===== config.mk =====
export PLATFORM = sky130hd
export DESIGN_NAME = vending_machine_multi
export DESIGN_NICKNAME = d
export VERILOG_FILES = /design/src/rtl/vending_machine_multi_pkg.sv /design/src/rtl/vending_machine_multi_coin_decoder.sv /design/src/rtl/vending_machine_multi.sv
export SDC_FILE = /design/constraint.sdc
export NUM_CORES = 1
export LEC_CHECK = 0
export CAP_MARGIN = 20
export CORE_ASPECT_RATIO = 0.75
export CORE_MARGIN = 2
export CORE_UTILIZATION = 32
export CTS_CLUSTER_DIAMETER = 200
export DETAILED_ROUTE_END_ITERATION = 7
export HOLD_SLACK_MARGIN = 0.1
export PLACE_DENSITY = 0.63
export SYNTH_ARGS = -nofsm -noshare
export SYNTH_HDL_FRONTEND = slang
export SYNTH_SLANG_ARGS = --single-unit
export TNS_END_PERCENT = 20

===== constraint.sdc =====
create_clock -name clk -period 4.1 [get_ports clk]
set_input_delay 1.23 -clock clk [delete_from_list [all_inputs] [get_ports clk]]
set_output_delay 1.23 -clock clk [all_outputs]
set_load 0.01 [all_outputs]

===== src/rtl/vending_machine_multi_pkg.sv =====
// Shared types and constants for the multi-product vending machine.
package vending_pkg;

    typedef enum logic [1:0] {
        IDLE    = 2'd0,
        COLLECT = 2'd1,
        VEND    = 2'd2,
        REFUND  = 2'd3
    } state_t;

    localparam int COIN_1  = 1;
    localparam int COIN_5  = 5;
    localparam int COIN_10 = 10;

endpackage


===== src/rtl/vending_machine_multi_coin_decoder.sv =====
// Combinational coin strobe decoder: value of a single coin plus any/multi flags.
module coin_decoder
    import vending_pkg::*;
#(
    parameter int CREDIT_W = 8
) (
    input  logic                input10,
    input  logic                input50,
    input  logic                inputa0,
    output logic [CREDIT_W-1:0] value,
    output logic                coin_any,
    output logic                coin_multi
);

    // Decode the strobes; value is only meaningful when exactly one strobe is high
    always_comb begin
        coin_any   = input10 | input50 | inputa0;
        coin_multi = (input10 & input50) | (input10 & inputa0) | (input50 & inputa0);
        value      = '0;
        if (!coin_multi) begin
            if (input10) value = CREDIT_W'(COIN_1);
            if (input50) value = CREDIT_W'(COIN_5);
            if (inputa0) value = CREDIT_W'(COIN_10);
        end
    end

endmodule


===== src/rtl/vending_machine_multi.sv =====
// Multi-product vending machine: credit collection, per-product pricing,
// vend with change, cancel/refund and coin rejection. All outputs registered.
module vending_machine_multi
    import vending_pkg::*;
#(
    parameter int                           N_PROD     = 4,
    parameter int                           CREDIT_W   = 8,
    parameter int                           CREDIT_MAX = 99,
    parameter logic [N_PROD*CREDIT_W-1:0]   PRICES     = {8'd15, 8'd12, 8'd10, 8'd8},
    localparam int                          ID_W       = (N_PROD > 1) ? $clog2(N_PROD) : 1
) (
    input  logic                clk,
    input  logic                rst,
    input  logic                input10,
    input  logic                input50,
    input  logic                inputa0,
    input  logic                sel_valid,
    input  logic [ID_W-1:0]     sel_id,
    input  logic                cancel,
    output logic                can,
    output logic [ID_W-1:0]     can_id,
    output logic [CREDIT_W-1:0] chng,
    output logic                chng_valid,
    output logic                coin_rej,
    output logic                sel_nak,
    output logic [CREDIT_W-1:0] credit,
    output logic                busy
);

    state_t                state;
    logic [CREDIT_W-1:0]   coin_value;
    logic                  coin_any;
    logic                  coin_multi;
    logic [CREDIT_W:0]     sum_wide;
    logic                  coin_over;
    logic [CREDIT_W-1:0]   price;
    logic                  id_ok;

    coin_decoder #(
        .CREDIT_W (CREDIT_W)
    ) u_coin_decoder (
        .input10    (input10),
        .input50    (input50),
        .inputa0    (inputa0),
        .value      (coin_value),
        .coin_any   (coin_any),
        .coin_multi (coin_multi)
    );

    // Price lookup for the selected product; out-of-range ids read as price 0 and are refused
    always_comb begin
        price = '0;
        id_ok = 1'b0;
        for (int i = 0; i < N_PROD; i++) begin
            if (int'(sel_id) == i) begin
                price = PRICES[i*CREDIT_W +: CREDIT_W];
                id_ok = 1'b1;
            end
        end
    end

    // Widened sum so an overflowing coin is caught before it wraps
    always_comb begin
        sum_wide  = {1'b0, credit} + {1'b0, coin_value};
        coin_over = (sum_wide > (CREDIT_W+1)'(CREDIT_MAX));
    end

    // Main FSM: pulses default low each cycle and are raised on the edge that takes the decision
    always_ff @(posedge clk) begin
        if (rst) begin
            state      <= IDLE;
            credit     <= '0;
            can        <= 1'b0;
            can_id     <= '0;
            chng       <= '0;
            chng_valid <= 1'b0;
            coin_rej   <= 1'b0;
            sel_nak    <= 1'b0;
            busy       <= 1'b0;
        end else begin
            can        <= 1'b0;
            can_id     <= '0;
            chng       <= '0;
            chng_valid <= 1'b0;
            coin_rej   <= 1'b0;
            sel_nak    <= 1'b0;
            busy       <= 1'b0;
            case (state)
                IDLE, COLLECT: begin
                    if (coin_any && (cancel || sel_valid || coin_multi || coin_over)) begin
                        coin_rej <= 1'b1;
                    end
                    if (cancel) begin
                        if (state == COLLECT) begin
                            state      <= REFUND;
                            chng       <= credit;
                            chng_valid <= 1'b1;
                            busy       <= 1'b1;
                        end
                    end else if (sel_valid) begin
                        if (state == COLLECT && id_ok && credit >= price) begin
                            state      <= VEND;
                            can        <= 1'b1;
                            can_id     <= sel_id;
                            chng       <= credit - price;
                            chng_valid <= 1'b1;
                            busy       <= 1'b1;
                        end else begin
                            sel_nak <= 1'b1;
                        end
                    end else if (coin_any && !coin_multi && !coin_over) begin
                        credit <= sum_wide[CREDIT_W-1:0];
                        state  <= COLLECT;
                    end
                end
                VEND, REFUND: begin
                    credit <= '0;
                    state  <= IDLE;
                    if (coin_any) begin
                        coin_rej <= 1'b1;
                    end
                end
                default: begin
                    credit <= '0;
                    state  <= IDLE;
                end
            endcase
        end
    end

endmodule


# ---- Yosys cells after proc, flatten, opt, wreduce, memory -nomap -nowiden
# Cells that the tools add are included.
# W data, S select, Z words.
dict set report op_classes {
  add_sub_neg 2
  magnitude_cmp 2
  eq_ne 12
  mux 34
  bitwise 10
  n_reduce_logical 20
}
# operator n
set op_table {}
lappend op_table {{$mux W8} 11}
lappend op_table {{$pmux W8 S2} 1}
lappend op_table {{$mux W1} 12}
lappend op_table {{$mux W2} 5}
lappend op_table {{$add A8 B8 Y9} 1}
lappend op_table {{$gt A9 B7 Y1 const B} 1}
lappend op_table {{$eq A2 B2 Y1 const B} 4}
lappend op_table {{$ge A8 B8 Y1} 1}
lappend op_table {{$mux W4} 2}
lappend op_table {{$ne A4 B4 Y1 const B} 2}
lappend op_table {{$sub A8 B8 Y8} 1}
lappend op_table {{$ne A2 B2 Y1 const B} 3}
lappend op_table {{$reduce_and A3 Y1} 2}
lappend op_table {{$reduce_or A2 Y1} 3}
lappend op_table {{$logic_and A1 B1 Y1} 5}
lappend op_table {{$reduce_or A5 Y1} 1}
lappend op_table {{$eq A2 B1 Y1 const B} 2}
lappend op_table {{$logic_not A2 Y1} 2}
lappend op_table {{$or A1 B1 Y1} 4}
lappend op_table {{$pmux W2 S2} 1}
lappend op_table {{$reduce_or A4 Y1} 1}
lappend op_table {{$and A1 B1 Y1} 3}
lappend op_table {{$logic_or A1 B1 Y1} 3}
lappend op_table {{$mux W3} 1}
lappend op_table {{other kinds (5)} 8}
dict set report totals {
  reg_bits 24
  input_bits 9
  out_inout_bits 23
  word_cells 88
}

# ---- Longest topological paths before layout
# Gate-level depths: netlist of run 1.
dict set report depth {
  depth_word 12
  depth_mapped 12
  mapped_depth_nobuf 12
}

# ---- Modules after synthesis
# Synthesis of run 1 repeated with hierarchy kept, for this count alone.
dict set report hier_totals {
  hier_cells 171
  area_unflattened_um2 1566.5
}
# module instances cells_per_inst area_per_inst_um2 seq_area_each_um2
set by_module_without_submodules {}
lappend by_module_without_submodules {vending_machine_multi 1 159 1481.4 480.5}
lappend by_module_without_submodules {coin_decoder 1 12 85.1 0.0}

# ---- Least setup slack after synthesis of run 1
# OpenSTA, ideal clock, no wires.
dict set report synth_path {
  path_kind {input -> register}
  startpoint {in input50}
  endpoint {reg credit[4]}
  setup_ns 0.124
  arrival_time_ns 3.490
  required_ns 3.976
  setup_slack_ns 0.486
  cell_stages 12
  path_buffers 2
  cell_sequence {buf_2 -> or3b_1 -> clkbuf_1 -> xnor2_1 -> ha_1 -> a21oi_1 -> o21a_1 -> xnor2_1 -> and4b_1 -> o31a_4 -> nor4b_4 -> mux2i_1}
}
dict set report synth_between {
  elab_chain_cells 10
  elab_cells_between_ends 21
  classes_between {add/sub: 1; order compare: 1; eq/ne: 1; mux: 7; bitwise: 6; reduce/logical: 5}
}
# element line_no
set synth_rtl {}
lappend synth_rtl {{start: declaration} vending_machine_multi.sv:15} ;# input logic input50,
lappend synth_rtl {{$and A1 B1 Y1} vending_machine_multi_coin_decoder.sv:18} ;# coin_multi = (input10 & input50) | (input10 & inputa0) | (input50 & inputa0);
lappend synth_rtl {{$or A1 B1 Y1 (2 in series)} vending_machine_multi_coin_decoder.sv:18}
lappend synth_rtl {{$mux W8} vending_machine_multi_coin_decoder.sv:20} ;# if (!coin_multi) begin
lappend synth_rtl {{$add A8 B8 Y9} vending_machine_multi.sv:64} ;# sum_wide = {1'b0, credit} + {1'b0, coin_value};
lappend synth_rtl {{$gt A9 B7 Y1} vending_machine_multi.sv:65} ;# coin_over = (sum_wide > (CREDIT_W+1)'(CREDIT_MAX));
lappend synth_rtl {{$logic_not A1 Y1} vending_machine_multi.sv:111} ;# end else if (coin_any && !coin_multi && !coin_over) begin
lappend synth_rtl {{$logic_and A1 B1 Y1} vending_machine_multi.sv:111}
lappend synth_rtl {{$ne A2 B2 Y1 (no source line)} n/a}
lappend synth_rtl {{$reduce_and A3 Y1 (no source line)} n/a}
lappend synth_rtl {{end signal: assignment} vending_machine_multi.sv:112} ;# credit <= sum_wide[CREDIT_W-1:0];
lappend synth_rtl {{end: declaration} vending_machine_multi.sv:26} ;# output logic [CREDIT_W-1:0] credit,
# Several ways; a longest one is shown, not always the timed one. The select of a mux whose other input is x is not followed.
# A chain may end at the register's enable or synchronous reset.

# ---- Final worst setup path of run 1
dict set report layout_path {
  startpoint {in inputa0}
  endpoint {reg credit[0]}
}
dict set report layout_between {
  elab_chain_cells 10
  elab_cells_between_ends 19
  classes_between {add/sub: 1; order compare: 1; eq/ne: 1; mux: 6; bitwise: 5; reduce/logical: 5}
}
# element line_no
set layout_rtl {}
lappend layout_rtl {{start: declaration} vending_machine_multi.sv:16} ;# input logic inputa0,
lappend layout_rtl {{$and A1 B1 Y1} vending_machine_multi_coin_decoder.sv:18}
lappend layout_rtl {{$or A1 B1 Y1 (2 in series)} vending_machine_multi_coin_decoder.sv:18}
lappend layout_rtl {{$mux W8} vending_machine_multi_coin_decoder.sv:20}
lappend layout_rtl {{$add A8 B8 Y9} vending_machine_multi.sv:64}
lappend layout_rtl {{$gt A9 B7 Y1} vending_machine_multi.sv:65}
lappend layout_rtl {{$logic_not A1 Y1} vending_machine_multi.sv:111}
lappend layout_rtl {{$logic_and A1 B1 Y1} vending_machine_multi.sv:111}
lappend layout_rtl {{$ne A2 B2 Y1 (no source line)} n/a}
lappend layout_rtl {{$reduce_and A3 Y1 (no source line)} n/a}
# Several ways; a longest one is shown, not always the timed one. The select of a mux whose other input is x is not followed.

==> impl_metrics.yaml, run 1 <==
floorplanning:
  num_rows: 21
  io_pins: 32
  coreArea_um2: 4490
  floorplan.initialDensity_pct: 33.4
  fp.dieH_um: 63.3
  die_x_um: 83.1
  die-area_um2: 5260
synthesis:
  ys_seq_area_share_pct: 32.0
  yosys_warnings: 0
  syn_area_per_cell_um2: 8.52
  async_flop_share_pct: 0
  synth_edf_count: 0
  synth.top_cell.area_share_pct: 32.0
  synth_area_um2: 1500
  synthTopCellsByArea: "dfxtp_1 32%, ha_1 5.8%, nand2_1 4.5%, xnor2_1 4.1%, mux2i_1 4.0%"
  yosysTopAreaCell: "dfxtp_1"
  synthXorXnorAreaFrac_pct: 4.09
  synth_cell_types: 56
  synth_simple_gate_area_share_pct: 24.9
  muxShareOfSynthArea_pct: 4.00
  synth_commonest_cells: "24 x dfxtp_1, 18 x nand2_1, 12 x nor2_1"
  syn_inst: 176
  yosysMostFrequentCell: "dfxtp_1"
  synth-main-ff-cell: "dfxtp_1"
  syn_nets: 193
  synth-compound-area-share_pct: 21.2
  synth_top_family_by_area: "simple AND/OR/NAND/NOR gates"
  synthAdderAreaFrac_pct: 7.84
  synth_seq_cells: 24
timing:
  max_slew_margin_pct: 60.3
  period_needed_ps: 3780
  fin_crit_sh_pct: 92.1
  timing.fmax_ghz: 0.265
  setup_viol: 0
  max_slew.worst_pin.slew_ps: 595
  rsz0062_at_grt: "false"
  tns_ps: 0
  hold_viol_final: 0
  finClkSkew_ps: 1.66
  maxSlewViolCount: 0
finish:
  n_antenna_cell: 0
  filler_cell_count: 453
  drive_gt1_share_pct: 10.1
  fin_util_pct: 43.4
  final_cells: 265
  areaGrowthSynthToFinish_pct: 30.1
  fin_nets: 226
  fin_area_um2: 1950
cts:
  cts.clk_slew.worst_paths_ps: 80
  root_buffer: "clkbuf_8"
  cts_buffer_depth: 2
  clkSinkCount: 24
  htree_levels: 1
  cts_buffers: 3
  cts_setup_buffers: 0
  clk_latency_ps: 270
  cts_resized: 0
  cts-hold-fix-buffers: 0
  tritoncts: "done"
detailed_routing:
  postRouteWirelength_um: 3430
  vias_per_cell: 5.11
  antenna_left: 0
  drt_pass1_iterations: 4
  dr_total_vias: 1355
  routedWlPerCell_um: 12.9
  drc_errors: 0
  drt_iter0_markers: 143
job:
  maxCapViolCount: 0
critical_path:
  critPathKind: "in2reg"
  critPathArrivalTime_ps: 3980
  worst_setup_path_start_kind: "input pin"
  worst_ep_required_time_ps: 4300
  path_max_fanout: 8
  worstSetupEndpointType: "flip-flop"
global_routing:
  grt_pass1_wl_um: 5700
  antenna_found_initial: 0
  track_usage_pct: 13.5
  first_global_vias: 1188
  grt.overflow.total: 0
  grt_max_degree: 18
placement:
  place.gp.congestion: 0.792
  dpl.cell_count: 261
  placed_area_um2: 1900
  dp_hpwl_um: 2650
  io_buffers: 31
power_and_ir_drop:
  ir_worst_vdd_mv: 0.128
  p_total_uw: 468
  p_leak_uw: 0.000797
  power.density_nw_per_um2: 240
run_status:
  status: "finished, final reports clean"
hold_path:
  holdCritPathClass: "reg2reg"
## per-stage QoR
| stage | hold WS (ps) | worst slack (ps) |
|---|---|---|
| floorplan | 456 | 486 |
| global placement | 476 | 94.3 |
| detailed placement | 483 | 59.4 |
| CTS | 495 | 339 |
| global route | 548 | 98.3 |
| finish | 496 | 323 |
## flip-flops by register name, summed over array words and instances, names as in the netlist
signal,count
credit,8
can_id,2
coin_rej,1
busy,1
chng,8
can,1
state,2
sel_nak,1
## cell families after synthesis
kind of cell | Yosys count
other cells | 1
fa+ha+maj | 9
compound gates | 44
flops | 24
mux | 6
simple gates | 64
xor+xnor | 7
buf+inv | 21
## area by class of cell
type,instances,area [um2],area share [%]
clock buffer,4,55.1,2.82
inverter,9,33.8,1.73
multi-input combinational,131,933,47.8
sequential,24,480,24.6
tap,57,71.3,3.65
timing repair buffer,40,378,19.4
## critical path: stages
cell	delay, ps
clkdlybuf4s50_1	510
or3b_1	410
xnor2_1	150
ha_1	240
o21ai_0	300
nor4b_1	290
nor4_1	120
o31a_4	400
nand2_2	140
mux2i_1	190
## final timing paths
| kind | end | cells past startpoint | slack, ps | start |
|---|---|---|---|---|
| max | credit[0] | 10 | 320 | inputa0 |
| max reg2reg | chng[3] | 11 | 1560 | credit[0] |
| min | state[0] | 2 | 500 | state[0] |
| min reg2reg | state[0] | 2 | 500 | state[0] |
## metal layers
metal  up-vias  routed length (um)  GRT usage (%)  share of wire (%)
met4         0                  56           4.71                1.6
li1        700                   -              -                  -
met2        60                1250           17.7                 36
met1       589                1850           20.8                 54
met3         6                 284           3.54                8.3
met5         -                   0              0                  0
## cell usage in the layout, fill, tap and decap left out, drive strengths merged, types with 3 or more instances in the layout
cell type and n:
clkdlybuf4s50 31, dfxtp 24, nand2 19, nor2 12, inv 9, a21oi 9, buf 9, o21ai 8
xnor2 7, ha 7, mux2i 6, a21o 5, a211oi 4, nand3 4, nor3 4, clkbuf 4
nor4 4, nor3b 3, nor4b 3
## power breakdown
group / total, uW / internal [uW] / switching [uW]
clock: 162 / 85.8 / 76.4
sequential: 239 / 236 / 2.70
combinational: 66.7 / 34.0 / 32.7
Note: power is estimated with default switching activity, not from simulation.
==> run 2: changes to the inputs <==
--- a/config.mk
+++ b/config.mk
@@ -12,8 +12,9 @@
 export CTS_CLUSTER_DIAMETER = 200
 export DETAILED_ROUTE_END_ITERATION = 7
 export HOLD_SLACK_MARGIN = 0.1
-export PLACE_DENSITY = 0.63
+export PLACE_DENSITY = 0.61
 export SYNTH_ARGS = -nofsm -noshare
 export SYNTH_HDL_FRONTEND = slang
+export SYNTH_HIERARCHICAL = 1
 export SYNTH_SLANG_ARGS = --single-unit
 export TNS_END_PERCENT = 20
==> impl_metrics.yaml, run 2 <==
synthesis:
  synth_top_family_by_area: "compound AO/OA/AOI/OAI gates"
  synth_cell_types: 53
  synthXorXnorAreaFrac_pct: 3.35
  synth-compound-area-share_pct: 26.8
  syn_inst: 171
  yosysTopAreaCell: "dfxtp_1"
  synth_commonest_cells: "24 x dfxtp_1, 13 x nand2_1, 12 x ha_1"
  synthTopCellsByArea: "dfxtp_1 31%, ha_1 9.6%, o21ai_0 3.5%, mux2i_1 3.2%, nand2_1 3.1%"
  yosysMostFrequentCell: "dfxtp_1"
  muxShareOfSynthArea_pct: 3.19
  async_flop_share_pct: 0
  synth_simple_gate_area_share_pct: 17.1
  ys_seq_area_share_pct: 30.7
  synth_seq_cells: 24
  syn_area_per_cell_um2: 9.16
  synthAdderAreaFrac_pct: 12.8
  synth_edf_count: 0
  synth.top_cell.area_share_pct: 30.7
  synth-main-ff-cell: "dfxtp_1"
  synth_area_um2: 1570
  yosys_warnings: 6
power_and_ir_drop:
  p_total_uw: 501
  p_leak_uw: 0.000810
  power.density_nw_per_um2: 250
  ir_worst_vdd_mv: 0.128
floorplanning:
  coreArea_um2: 4790
  io_pins: 32
  fp.dieH_um: 64.6
  num_rows: 22
  die-area_um2: 5480
  die_x_um: 84.8
  floorplan.initialDensity_pct: 32.7
critical_path:
  worst_setup_path_start_kind: "input pin"
  r2r.worst_path.cells: 8
  worstSetupEndpointType: "flip-flop"
  path_max_fanout: 5
  r2r_end: "credit[5]"
  worst_ep_required_time_ps: 4270
  critPathArrivalTime_ps: 4010
  rr_startpoint: "credit[0]"
  crit_start: "input10"
  critPathKind: "in2reg"
  r2r_slack_ps: 1600
cts:
  root_buffer: "clkbuf_8"
  cts_setup_buffers: 0
  cts_buffers: 3
  cts-hold-fix-buffers: 0
  cts_buffer_depth: 2
  clkSinkCount: 24
  clk_latency_ps: 270
  cts.clk_slew.worst_paths_ps: 80
  cts_resized: 0
  htree_levels: 1
  tritoncts: "done"
detailed_routing:
  drc_errors: 0
  drt_pass1_iterations: 4
  dr_total_vias: 1318
  antenna_left: 0
  drt_iter0_markers: 35
  postRouteWirelength_um: 3490
  routedWlPerCell_um: 13.1
  vias_per_cell: 4.94
global_routing:
  first_global_vias: 1201
  grt_pass1_wl_um: 5960
  track_usage_pct: 13.5
  antenna_found_initial: 0
  grt_max_degree: 14
  grt.overflow.total: 0
hold_path:
  holdCritPathClass: "reg2reg"
  hold_path_startpoint: "credit[0]"
  holdPathStages: 2
  hold_end: "credit[0]"
placement:
  dp_hpwl_um: 2810
  dpl.cell_count: 263
  place.gp.congestion: 0.898
  io_buffers: 31
finish:
  areaGrowthSynthToFinish_pct: 28.1
  n_antenna_cell: 0
  drive_gt1_share_pct: 11.6
  final_cell_mix: "31 x clkdlybuf4s50_1, 24 x dfxtp_1, 13 x nand2_1"
  reg.largest.list: "chng (8), credit (8)"
  fin_nets: 231
  layout_commonest_cell: "clkdlybuf4s50_1"
  final_cells: 267
timing:
  finClkSkew_ps: 6.08
  rsz0062_at_grt: "false"
  setup_viol: 0
  timing.fmax_ghz: 0.260
  hold_viol_final: 0
  period_needed_ps: 3840
  maxSlewViolCount: 0
  fin_crit_sh_pct: 93.7
  tns_ps: 0
run_status:
  status: "finished, final reports clean"
job:
  maxCapViolCount: 0
## run 2: changes by cell type after synthesis, sizes merged, moves of 4 or more
cell / before / now
nor4: 4 / 0
clkbuf: 6 / 1
a31oi: 1 / 5
o21ai: 8 / 13
ha: 7 / 12
nand2: 19 / 13
## run 2: cell families (layout without fill, tap and decap cells)
group                    Yosys count  count (layout)
AO/OA/AOI/OAI                     54              54
AND/OR/NAND/NOR                   48              48
flip-flops                        24              24
buffers and inverters             17              50
adder cells (fa/ha/maj)           15              15
XOR/XNOR                           6               6
multiplexers                       5               5
other                              2               5
## run 2: worst max-delay path by stage
| stage | endpoint | cells past startpoint |
|---|---|---|
| after floorplan | credit[7] | 10 |
| after global placement | credit[1] | 11 |
| after detailed placement | credit[5] | 11 |
| after CTS | credit[1] | 11 |
| after global routing | credit[5] | 11 |
| final | credit[5] | 11 |
## run 2: final cells by class
cell class              count  area (um2)
repair buffers             36         348
flip-flops and latches     24         480
well taps                  60        75.1
fillers                   483        2780
multi-input cells         133        1010
clock buffers               4        55.1
inverters                  10        40.0
## run 2: stage by stage
stage          hold WS (ps)  area (um2)  setup WS, ps  utilization [%]
6_report                510        2010           258             41.9
5_1_grt                 543        2010          86.8             41.9
4_1_cts                 518        2010           291             41.9
3_5_place_dp            503        1950          25.2             40.8
3_3_place_gp            502        1950           109             40.8
2_1_floorplan           480        1580           790                -
## run 2: worst max-delay path, stage by stage
cell and delay [ps]:
clkdlybuf4s50_1 550, xnor2_1 140, nor2_1 60, ha_1 220, fa_1 410, a211oi_1 390, or2_4 220, a211oi_2 70
a31oi_1 300, a21oi_2 170, o221a_1 250
## run 2: per-layer routing
metal	up-vias	routed length [um]	share of wire [%]	global-route usage, %
li1	693	-	-	-
met1	591	1910	55	21.2
met2	34	1360	39	18.3
met3	0	222	6.4	3.82
met4	0	0	0	1.79
met5	-	0	0	0
## run 2: where the power goes
group	switching, uW	leakage [uW]	total [uW]	internal [uW]
registers	4.91	0.000194	242	237
logic	51.1	0.000587	100	49.3
clock network	73.1	0.0000288	159	85.7
total	129	0.000810	501	372
